--- config.mk ---
export PLATFORM = sky130hd
export DESIGN_NAME = if_stage
export DESIGN_NICKNAME = d
export VERILOG_FILES = /design/src/rtl/if_stage_pkg.sv /design/src/rtl/if_stage_skid.sv /design/src/rtl/if_stage.sv
export SDC_FILE = /design/constraint.sdc
export NUM_CORES = 1
export LEC_CHECK = 0
export BUFFER_PORTS_ARGS = -buffer_cell sky130_fd_sc_hd__buf_2
export CELL_PAD_IN_SITES_DETAIL_PLACEMENT = 1
export CELL_PAD_IN_SITES_GLOBAL_PLACEMENT = 2
export CORE_MARGIN = 2
export CORE_UTILIZATION = 35
export DETAILED_ROUTE_END_ITERATION = 8
export HOLD_SLACK_MARGIN = 0.05
export PLACE_DENSITY = 0.86
export SYNTH_ARGS = -nofsm -noshare
export SYNTH_HDL_FRONTEND = slang
export SYNTH_SLANG_ARGS = --single-unit
--- constraint.sdc ---
create_clock -name clk -period 6.15 [get_ports clk]
set_input_delay 0.3075 -clock clk [delete_from_list [all_inputs] [get_ports clk]]
set_output_delay 0.3075 -clock clk [all_outputs]
set_load 0.005 [all_outputs]
--- src/rtl/if_stage_pkg.sv ---
// Shared fetch-stage definitions: MIPS opcodes, field positions, NOP word
// and fetch FSM state encodings.
package if_stage_pkg;

  localparam logic [5:0]  OP_BEQ   = 6'b000100;
  localparam logic [5:0]  OP_BNE   = 6'b000101;
  localparam logic [31:0] INSN_NOP = 32'h0000_0000;

  localparam int OP_HI = 31;
  localparam int OP_LO = 26;
  localparam int RS_HI = 25;
  localparam int RS_LO = 21;
  localparam int RT_HI = 20;
  localparam int RT_LO = 16;

  localparam logic [1:0] ST_FETCH = 2'd0;
  localparam logic [1:0] ST_WAIT  = 2'd1;
  localparam logic [1:0] ST_HOLD  = 2'd2;

  function automatic logic is_branch(input logic [31:0] insn);
    return (insn[OP_HI:OP_LO] == OP_BEQ) ||
           (insn[OP_HI:OP_LO] == OP_BNE);
  endfunction

endpackage

--- src/rtl/if_stage_skid.sv ---
// One-entry skid buffer parking an instruction word while ID is stalled.
// Load wins over drain/drop; full flag reports occupancy.
module ifid_skid #(
  parameter int W = 32
) (
  input  logic         clk,
  input  logic         rst_n,
  input  logic         load_i,
  input  logic         drain_i,
  input  logic         drop_i,
  input  logic [W-1:0] data_i,
  output logic         full_o,
  output logic [W-1:0] data_o
);

  logic         full_q;
  logic [W-1:0] data_q;

  always_ff @(posedge clk or negedge rst_n) begin
    if (!rst_n) begin
      full_q <= 1'b0;
      data_q <= '0;
    end else if (load_i) begin
      full_q <= 1'b1;
      data_q <= data_i;
    end else if (drain_i || drop_i) begin
      full_q <= 1'b0;
    end
  end

  assign full_o = full_q;
  assign data_o = data_q;

endmodule

--- src/rtl/if_stage.sv ---
// Fetch stage + IF/ID register: single-outstanding imem fetch, stall/flush.
// Define IF_PERF_EN to add saturating stall/flush performance counters.
module if_stage
  import if_stage_pkg::*;
#(
  parameter int                ADDR_W   = 32,
  parameter int                INSN_W   = 32,
  parameter logic [ADDR_W-1:0] RESET_PC = '0
) (
  input  logic              clk,
  input  logic              rst_n,
  input  logic              stall,
  input  logic              redirect_valid,
  input  logic [ADDR_W-1:0] redirect_pc,
  output logic              imem_req,
  output logic [ADDR_W-1:0] imem_addr,
  input  logic              imem_ready,
  input  logic              imem_rvalid,
  input  logic [INSN_W-1:0] imem_rdata,
  output logic              ifid_valid,
  output logic [ADDR_W-1:0] ifid_pc4,
  output logic [INSN_W-1:0] ifid_instr,
  output logic [4:0]        ifid_rs,
  output logic [4:0]        ifid_rt,
`ifdef IF_PERF_EN
  output logic [31:0]       perf_stall_cnt,
  output logic [31:0]       perf_flush_cnt,
`endif
  output logic              ifid_br
);

  logic [1:0]        state_q, state_d;
  logic [ADDR_W-1:0] pc_q, pc_d;
  logic              discard_q, discard_d;

  logic              valid_q, valid_d;
  logic [ADDR_W-1:0] pc4_q, pc4_d;
  logic [INSN_W-1:0] instr_q, instr_d;

  logic              redir, accept;
  logic              deliver_rsp;
  logic              skid_load, skid_drain, skid_drop;
  logic              skid_full;
  logic [INSN_W-1:0] skid_data;

  assign redir     = redirect_valid & ~stall;
  assign imem_req  = rst_n & (state_q == ST_FETCH) & ~redir;
  assign imem_addr = pc_q;
  assign accept    = imem_req & imem_ready;

  always_comb begin
    state_d     = state_q;
    pc_d        = pc_q;
    discard_d   = discard_q;
    deliver_rsp = 1'b0;
    skid_load   = 1'b0;
    skid_drain  = 1'b0;
    skid_drop   = 1'b0;
    case (state_q)
      ST_FETCH: begin
        if (redir) begin
          pc_d = redirect_pc;
        end else if (accept) begin
          pc_d    = pc_q + ADDR_W'(4);
          state_d = ST_WAIT;
        end
      end
      ST_WAIT: begin
        if (redir) pc_d = redirect_pc;
        if (imem_rvalid) begin
          state_d = ST_FETCH;
          if (discard_q || redir) begin
            discard_d = 1'b0;
          end else if (!stall) begin
            deliver_rsp = 1'b1;
          end else begin
            skid_load = 1'b1;
            state_d   = ST_HOLD;
          end
        end else if (redir) begin
          // Response still in flight; remember to throw it away.
          discard_d = 1'b1;
        end
      end
      ST_HOLD: begin
        if (redir) begin
          skid_drop = 1'b1;
          pc_d      = redirect_pc;
          state_d   = ST_FETCH;
        end else if (!stall) begin
          skid_drain = skid_full;
          state_d    = ST_FETCH;
        end
      end
      default: state_d = ST_FETCH;
    endcase
  end

  // pc_q already points past the in-flight word, so it is that word's PC+4.
  always_comb begin
    valid_d = valid_q;
    pc4_d   = pc4_q;
    instr_d = instr_q;
    if (!stall) begin
      valid_d = 1'b0;
      pc4_d   = '0;
      instr_d = INSN_W'(INSN_NOP);
      if (deliver_rsp) begin
        valid_d = 1'b1;
        pc4_d   = pc_q;
        instr_d = imem_rdata;
      end else if (skid_drain) begin
        valid_d = 1'b1;
        pc4_d   = pc_q;
        instr_d = skid_data;
      end
    end
  end

  always_ff @(posedge clk or negedge rst_n) begin
    if (!rst_n) begin
      state_q   <= ST_FETCH;
      pc_q      <= RESET_PC;
      discard_q <= 1'b0;
      valid_q   <= 1'b0;
      pc4_q     <= '0;
      instr_q   <= '0;
    end else begin
      state_q   <= state_d;
      pc_q      <= pc_d;
      discard_q <= discard_d;
      valid_q   <= valid_d;
      pc4_q     <= pc4_d;
      instr_q   <= instr_d;
    end
  end

  ifid_skid #(.W(INSN_W)) u_skid (
    .clk     (clk),
    .rst_n   (rst_n),
    .load_i  (skid_load),
    .drain_i (skid_drain),
    .drop_i  (skid_drop),
    .data_i  (imem_rdata),
    .full_o  (skid_full),
    .data_o  (skid_data)
  );

  assign ifid_valid = valid_q;
  assign ifid_pc4   = pc4_q;
  assign ifid_instr = instr_q;
  assign ifid_rs    = instr_q[RS_HI:RS_LO];
  assign ifid_rt    = instr_q[RT_HI:RT_LO];
  assign ifid_br    = valid_q & is_branch(instr_q);

`ifdef IF_PERF_EN
  logic [31:0] stall_cnt_q, flush_cnt_q;

  always_ff @(posedge clk or negedge rst_n) begin
    if (!rst_n) begin
      stall_cnt_q <= '0;
      flush_cnt_q <= '0;
    end else begin
      if (stall && (stall_cnt_q != '1))
        stall_cnt_q <= stall_cnt_q + 32'd1;
      if (redir && (flush_cnt_q != '1))
        flush_cnt_q <= flush_cnt_q + 32'd1;
    end
  end

  assign perf_stall_cnt = stall_cnt_q;
  assign perf_flush_cnt = flush_cnt_q;
`endif

endmodule

==> summary.md, run 1 <==
| Metric | Value |
|---|---|
| Post-DRT Antenna Nets | `0` |
| Data required, critical path | `6.44 ns` |
| Worst setup EP type | `register` |
| CTS sink cnt | `133` |
| First-pass DRT Iterations | `4` |
| Main combinational cell family by area after synthesis | `compound AO/OA/AOI/OAI gates` |
| MaxCap Viol Count | `0` |
| Yosys reg bits | `133` |
| Pins Over Slew Limit | `0` |
| RSZ-0062 raised after global routing | `false` |
| Post-Synthesis Cells | `546` |
| Syn_nets | `621` |
| Antenna Cells | `0` |
| Post-CTS sizing | `0` |
| Maximum VDD drop | `0.2258 mV` |
| CP Launch Point | `rst_n` |
| Layout cells sized above 1 | `37.25%` |
| XOR/XNOR Fraction of Synth Area | `0%` |
| Fmax | `314.7 MHz` |
| Nets | `768` |
| Syn_area_per_cell | `11.23 um2` |
| Fin Hold WS | `0.1174 ns` |
| Via count | `5200` |
| Net Sw Frac | `36.72%` |
| P&R area growth vs syn | `25.85%` |
| CP Capture Point | `imem_addr[24]` |
| Internal Power | `0.002338 W` |
| Adder-cell share of the synthesized area | `1.020%` |
| Final wirelength | `18650 um` |
| Kind of critical path | `primary input to register` |
| Slew at the pin closest to its max-slew limit | `0.9982 ns` |
| Status | `completed` |
| Vias in the first global route | `5258` |
| Hold Violations, Final | `0` |
| Yosys cell types | `54` |
| Reg power frac | `40.7%` |
| Post-synth EDFFs | `0` |
| Share of total power in combinational logic | `31.8%` |
| Pwr Density | `478.7 nW/um2` |
| Synthesized area | `6133 um2` |
| 1st-iter DRT viols | `261` |
| Buf/Inv on CP | `2` |
| Largest net degree at the start of global routing | `82` |
| Die width | `136.4 um` |
| Row count | `48` |
| Net Sw Power | `0.001357 W` |
| Yosys warning total | `0` |
| Slew HR | `33.46%` |
| Die area | `18600 um2` |
| Main synth FF type | `dfrtp_1` |
| I/O pin cnt | `179` |
| WP data arrival | `3.47 ns` |
| Non-filler cells, final | `931` |
| Die span in y | `136.4 um` |
| Initial core utilization | `35.58%` |
| Clock H-tree levels | `4` |
| Hold-fix buffers, CTS | `1` |
| # setup viols final | `0` |
| Clock power share | `27.5%` |
| Worst setup SP type | `primary input` |
| # DRC | `0` |
| Slowest stage delay, CP | `0.67 ns` |
| Skew-Pair Late Insertion Delay | `0.42 ns` |
| Tmin final | `3.178 ns` |
| Worst R2R Setup Slack | `3.46 ns` |
| Crit path cell chain | `dlygate4sd3_1, buf_6, nand2_1, a31oi_2, nand2_1, o32a_1, o31a_1` |
| Crit-path max FO | `81` |
| CTS buffer count | `17` |
| TritonCTS clock tree | `built` |
| Hold Crit Class | `primary input to register` |
| GRT Util Overall | `20.38%` |
| Critical path's slowest cell | `nand2_1` |
| Post-CTS Setup Repair Bufs | `0` |
| Simple-gate portion of the synthesized area | `13.59%` |
| Fin crit share | `51.67%` |
| Sequential cell area fraction in the yosys report | `54.26%` |
| R2R depth | `6` |
| Detailed placement HPWL | `12830 um` |
| WP depth | `7` |
| Mux cell area share after synthesis | `6.242%` |
| Compound-cell area share of the yosys netlist | `20.38%` |
| R2R Path Start | `state_q[1]` |
| Routed wire per std cell | `20.03 um` |
| FF-to-FF End | `ifid_instr[21]` |
| First-pass GRT wire length | `29170 um` |
| Global route overflow | `0` |
| Leak pwr | `3.875 nW` |
| Clock slew at reported path FFs | `0.06 ns` |
| CP dominant cell by count | `nand2_1` |
| Root buf cell | `clkbuf_16` |
| Core area | `17240 um2` |
| Placed cells | `898` |
| IO buf count | `178` |
| Ys async rst share | `100.0%` |
| Initial antenna violation count | `0` |
| Drt via density | `5.585` |
| Setup tns final | `0 ns` |
| CP top delay family | `compound AO/OA/AOI/OAI gates` |
| GP Congestion | `0.8691` |
| Clk_skew | `0.01930 ns` |
| Clock Tree Buf Depth | `2` |
## registers in the layout (all words and copies together), names as in the netlist
register and count:
discard_q 1, ifid_valid 1, imem_addr 32, ifid_pc4 32, ifid_instr 32, u_skid.full_o 1
state_q 2, u_skid.data_o 32
## power groups by stage
stage | clock network [W] | logic, W | registers, W
after floorplan | 0 | 0.000789 | 0.00139
after global placement | 0 | 0.00113 | 0.00149
after detailed placement | 0 | 0.00118 | 0.00151
after CTS | 0.00104 | 0.00119 | 0.00150
after global routing | 0.00108 | 0.00131 | 0.00155
final | 0.00102 | 0.00118 | 0.00150
## routing by layer
layer	vias to the layer above	part of all wire [%]	track usage, %
met5	-	0	0
met4	0	0.99	4.861
met3	21	6.1	4.996
met2	188	49	33.17
met1	2609	44	27.46
li1	2382	-	-
## metrics by stage
step	area (um2)	setup slack (ns)	total power (W)	util (%)
final	7719	2.972	0.003695	44.78
after global routing	7719	2.744	0.003937	44.78
after CTS	7719	2.981	0.003731	44.78
after detailed placement	7107	3.135	0.002690	41.23
after global placement	7107	3.261	0.002619	41.23
after floorplan	6133	4.057	0.002181	-
## synth_stat cells (9+ instances only)
library cell | count | area share (%)
nand3_1 | 17 | 1.4
and3_1 | 42 | 4.3
buf_4 | 10 | 1.2
o21ai_0 | 14 | 1.1
nand2_1 | 33 | 2.0
mux2_2 | 34 | 6.2
a21oi_1 | 30 | 2.4
nor2_1 | 19 | 1.2
dfrtp_1 | 133 | 54
a22o_1 | 32 | 4.6
nand4_1 | 9 | 0.92
clkbuf_1 | 43 | 2.6
a221o_1 | 32 | 5.2
## cells by family after synthesis
kind of cell / count (synthesis)
flops: 133
simple gates: 150
buf+inv: 63
compound gates: 161
mux: 34
fa+ha+maj: 5
## layout make-up
cell class / instances / area [um2]
repair buffers: 184 / 944.7
multi-input cells: 350 / 2536
clock buffers: 19 / 452.9
fillers: 1964 / 9518
well taps: 225 / 281.5
clock inverters: 13 / 148.9
flip-flops and latches: 133 / 3328
inverters: 7 / 26.28
## worst register-to-register path, delay by kind of cell, from the launching register on
family | cells | cell delay, ns
and+or+nand+nor | 3 | 1.58
buffers and inverters | 1 | 0.10
AOI/OAI and AO/OA | 1 | 0.27
adders and majority gates | 1 | 0.20
DFF | 1 | 0.41
## cells in the final DEF, fill, tap and decap left out, types with 5 or more instances in the layout
master | netlist | routed
a22o_1 | 32 | 32
inv_1 | 7 | 7
nand4_1 | 9 | 9
dfrtp_1 | 133 | 133
a2bb2oi_1 | 7 | 7
nor2_1 | 19 | 18
a21oi_1 | 30 | 30
o22ai_1 | 7 | 7
nor3_1 | 6 | 6
nand2_1 | 33 | 33
ha_1 | 5 | 5
mux2_2 | 34 | 34
buf_2 | 1 | 177
and3_1 | 42 | 42
a221o_1 | 32 | 32
o21ai_0 | 14 | 14
nand3_1 | 17 | 16
clkbuf_16 | 0 | 17
buf_4 | 10 | 5
## how the worst min path moves through the flow
stage | from | to | slack [ns] | cells after the start
2_1_floorplan | rst_n | discard_q | 0.01 | 0
3_3_place_gp | rst_n | ifid_instr[6] | 0.38 | 1
3_5_place_dp | rst_n | ifid_instr[7] | 0.39 | 1
4_1_cts | redirect_pc[0] | imem_addr[0] | 0.10 | 2
5_1_grt | redirect_pc[0] | imem_addr[0] | 0.11 | 2
6_report | redirect_pc[0] | imem_addr[0] | 0.12 | 2
No activity file was read; power rests on OpenSTA's default activity.
==> inputs of run 2 (changes only) <==
Settings changed: CORE_UTILIZATION 35 to 33, PLACE_DENSITY 0.86 to 0.82.
Clock period 6.15 ns to 3.25 ns, I/O delays scaled along.
==> summary.md, run 2 (same netlist as run 1, synthesis figures left out) <==
| Metric | Value |
|---|---|
| Status | `completed` |
| 1st-iter DRT viols | `266 (+1.9%)` |
| RSZ-0062 raised after global routing | `false` |
| MaxCap Viol Count | `0 (unchanged)` |
| Die span in y | `140.3 um (+2.9%)` |
| Internal Power | `0.004565 W (+95%)` |
| Critical path's slowest cell | `and3_1` |
| Slew at the pin closest to its max-slew limit | `1.046 ns (+0.04784 ns)` |
| Largest net degree at the start of global routing | `74 (-9.8%)` |
| TritonCTS clock tree | `built` |
| # setup viols final | `0 (unchanged)` |
| Leak pwr | `4.092 nW (+5.6%)` |
| Via count | `5356 (+3.0%)` |
| Share of total power in combinational logic | `32.5% (+0.7 points)` |
| Clk_skew | `0.01372 ns (-0.005585 ns)` |
| Kind of critical path | `register to register` |
| Clock Tree Buf Depth | `2 (unchanged)` |
| Slowest stage delay, CP | `0.87 ns (+0.20 ns)` |
| Net Sw Frac | `35.79% (-0.93 points)` |
| CTS sink cnt | `133 (unchanged)` |
| Pins Over Slew Limit | `0 (unchanged)` |
| Initial antenna violation count | `1 (+1)` |
| Core area | `18090 um2 (+4.9%)` |
| Met1 Usage GRT | `25.54% (-1.9 points)` |
| M2 GR Usage | `33.90% (+0.74 points)` |
| Post-DP Area | `7173 um2 (+0.93%)` |
| Post-DRT Antenna Nets | `0 (unchanged)` |
| Tmin final | `2.704 ns` |
| CP Capture Point | `ifid_pc4[28]` |
| Die area | `19690 um2 (+5.9%)` |
| P&R area growth vs syn | `34.07%` |
| WP depth | `5 (-2)` |
| Clock power share | `28.0% (+0.5 points)` |
| Worst setup SP type | `register` |
| Global route overflow | `0 (unchanged)` |
| # fillers | `1994 (+1.5%)` |
| I/O pin cnt | `179 (unchanged)` |
| IO buf count | `178 (unchanged)` |
| GRT Util Overall | `19.95% (-0.43 points)` |
| Pwr Density | `864.6 nW/um2 (+81%)` |
| Post-CTS sizing | `0 (unchanged)` |
| Multi-input gate area | `2545 um2 (+0.35%)` |
| Net Sw Power | `0.002545 W (+88%)` |
| Antenna Cells | `0 (unchanged)` |
| # DRC | `0 (unchanged)` |
| Hold Crit Class | `primary input to register` |
| Detailed placement HPWL | `12880 um (+0.42%)` |
| FF-to-FF End | `ifid_pc4[28]` |
| Die width | `140.3 um (+2.9%)` |
| GP Congestion | `0.8274 (-4.8%)` |
| First-pass GRT wire length | `31140 um (+6.8%)` |
| Drt via density | `5.438 (-2.6%)` |
| Fmax | `369.9 MHz` |
| Layout cells sized above 1 | `35.58% (-1.7 points)` |
| R2R depth | `5 (-1)` |
| Slew HR | `30.27% (-3.2 points)` |
| Skew-Pair Late Insertion Delay | `0.42 ns (about the same)` |
| Final wirelength | `19430 um (+4.2%)` |
| Root buf cell | `clkbuf_16` |
| Clock slew at reported path FFs | `0.06 ns (about the same)` |
| Data required, critical path | `3.60 ns (-2.84 ns)` |
| Hold Violations, Final | `0 (unchanged)` |
| Most frequent cells in the layout | `177 x buf_2, 133 x dfrtp_1, 44 x dlygate4sd3_1` |
| Maximum VDD drop | `0.3661 mV (+62%)` |
| Worst R2R Setup Slack | `0.55 ns (-2.91 ns)` |
| Fin crit share | `83.19%` |
| Crit path cell chain | `inv_1, ha_1, and3_1, or2_2, a22o_1` |
| Register area | `3328 um2 (unchanged)` |
| Top Usage Layer GRT | `met2` |
| Grt met3 use | `4.205% (-0.79 points)` |
| Initial core utilization | `33.91% (-1.7 points)` |
| Setup tns final | `0 ns (unchanged)` |
| Crit-path max FO | `33 (-59%)` |
| Vias in the first global route | `5768 (+9.7%)` |
| Nets | `818 (+6.5%)` |
| Routed wire per std cell | `19.72 um (-1.5%)` |
| CP top delay family | `simple AND/OR/NAND/NOR gates` |
| First-pass DRT Iterations | `4 (unchanged)` |
| Commonest non-fill, non-tap cell in the layout | `buf_2` |
| Final Instance Area | `8223 um2 (+6.5%)` |
| R2R Path Start | `state_q[0]` |
| Row count | `49 (+2.1%)` |
| CTS buffer count | `17 (unchanged)` |
| WP data arrival | `3.05 ns (-0.42 ns)` |
| CP Launch Point | `state_q[0]` |
| Reg power frac | `39.5% (-1.2 points)` |
| Worst setup EP type | `register` |
| Clock H-tree levels | `4 (unchanged)` |
| Buf/Inv on CP | `1 (-1)` |
run 2: changes by cell type in the layout (fill, tap and decap cells not counted), sizes merged:
cell,previous run,this run
dlygate4sd3,1,44
clkbuf,19,21
inv,10,9
clkinv,5,3
bufinv,2,3
buf,183,190
run 2: layout make-up:
cell class	instances	area share (%)
clock buffers	21	5.600
clock inverters	11	1.811
inverters	7	0.3195
multi-input cells	350	30.95
flip-flops and latches	133	40.47
well taps	229	3.484
repair buffers	234	17.36
run 2: worst min path at each step:
stage	startpoint	to	slack [ns]	cells after the start
floorplan	rst_n	discard_q	-0.13	0
global placement	rst_n	u_skid.data_o[6]	0.39	2
detailed placement	redirect_pc[1]	imem_addr[1]	0.40	2
CTS	redirect_pc[21]	imem_addr[21]	0.07	3
global route	redirect_pc[21]	imem_addr[21]	0.09	3
finish	redirect_pc[13]	imem_addr[13]	0.08	3
run 2: power groups by stage:
| stage | combinational, W | clock (W) | sequential, W |
|---|---|---|---|
| after floorplan | 0.00149 | 0 | 0.00264 |
| after global placement | 0.00219 | 0 | 0.00279 |
| after detailed placement | 0.00228 | 0 | 0.00283 |
| after CTS | 0.00234 | 0.00204 | 0.00281 |
| after global routing | 0.00257 | 0.00210 | 0.00291 |
| final | 0.00231 | 0.00199 | 0.00281 |
run 2: through the flow:
| stage | setup slack [ns] | instances | hold WS, ns | total power [W] | utilization (%) |
|---|---|---|---|---|---|
| after floorplan | 1.157 | 546 | -0.1331 | 0.004128 | - |
| after global placement | 0.7111 | 909 | 0.3950 | 0.004982 | 39.66 |
| after detailed placement | 0.5349 | 909 | 0.3994 | 0.005111 | 39.66 |
| after CTS | 0.5368 | 985 | 0.07081 | 0.007183 | 45.47 |
| after global routing | 0.3122 | 985 | 0.09039 | 0.007579 | 45.47 |
| final | 0.5464 | 985 | 0.07676 | 0.007110 | 45.47 |
run 2: timing repair:
item	4_1_cts	5_1_grt
setup buffers	0	0
hold endpoints to repair	138	0
hold buffers	44	0
run 2: per-layer routing:
layer | vias to the layer above | routed length, um
met5 | - | 13
met4 | 2 | 135
met3 | 22 | 837
met2 | 137 | 9811
met1 | 2714 | 8631
li1 | 2481 | -
run 2: worst reg2reg max path, delay by kind of cell (launching register included):
family / cells / cell delay (ns)
and+or+nand+nor: 2 / 1.66
DFF: 1 / 0.40
AOI/OAI and AO/OA: 1 / 0.25
adders and majority gates: 1 / 0.21
buffers and inverters: 1 / 0.12
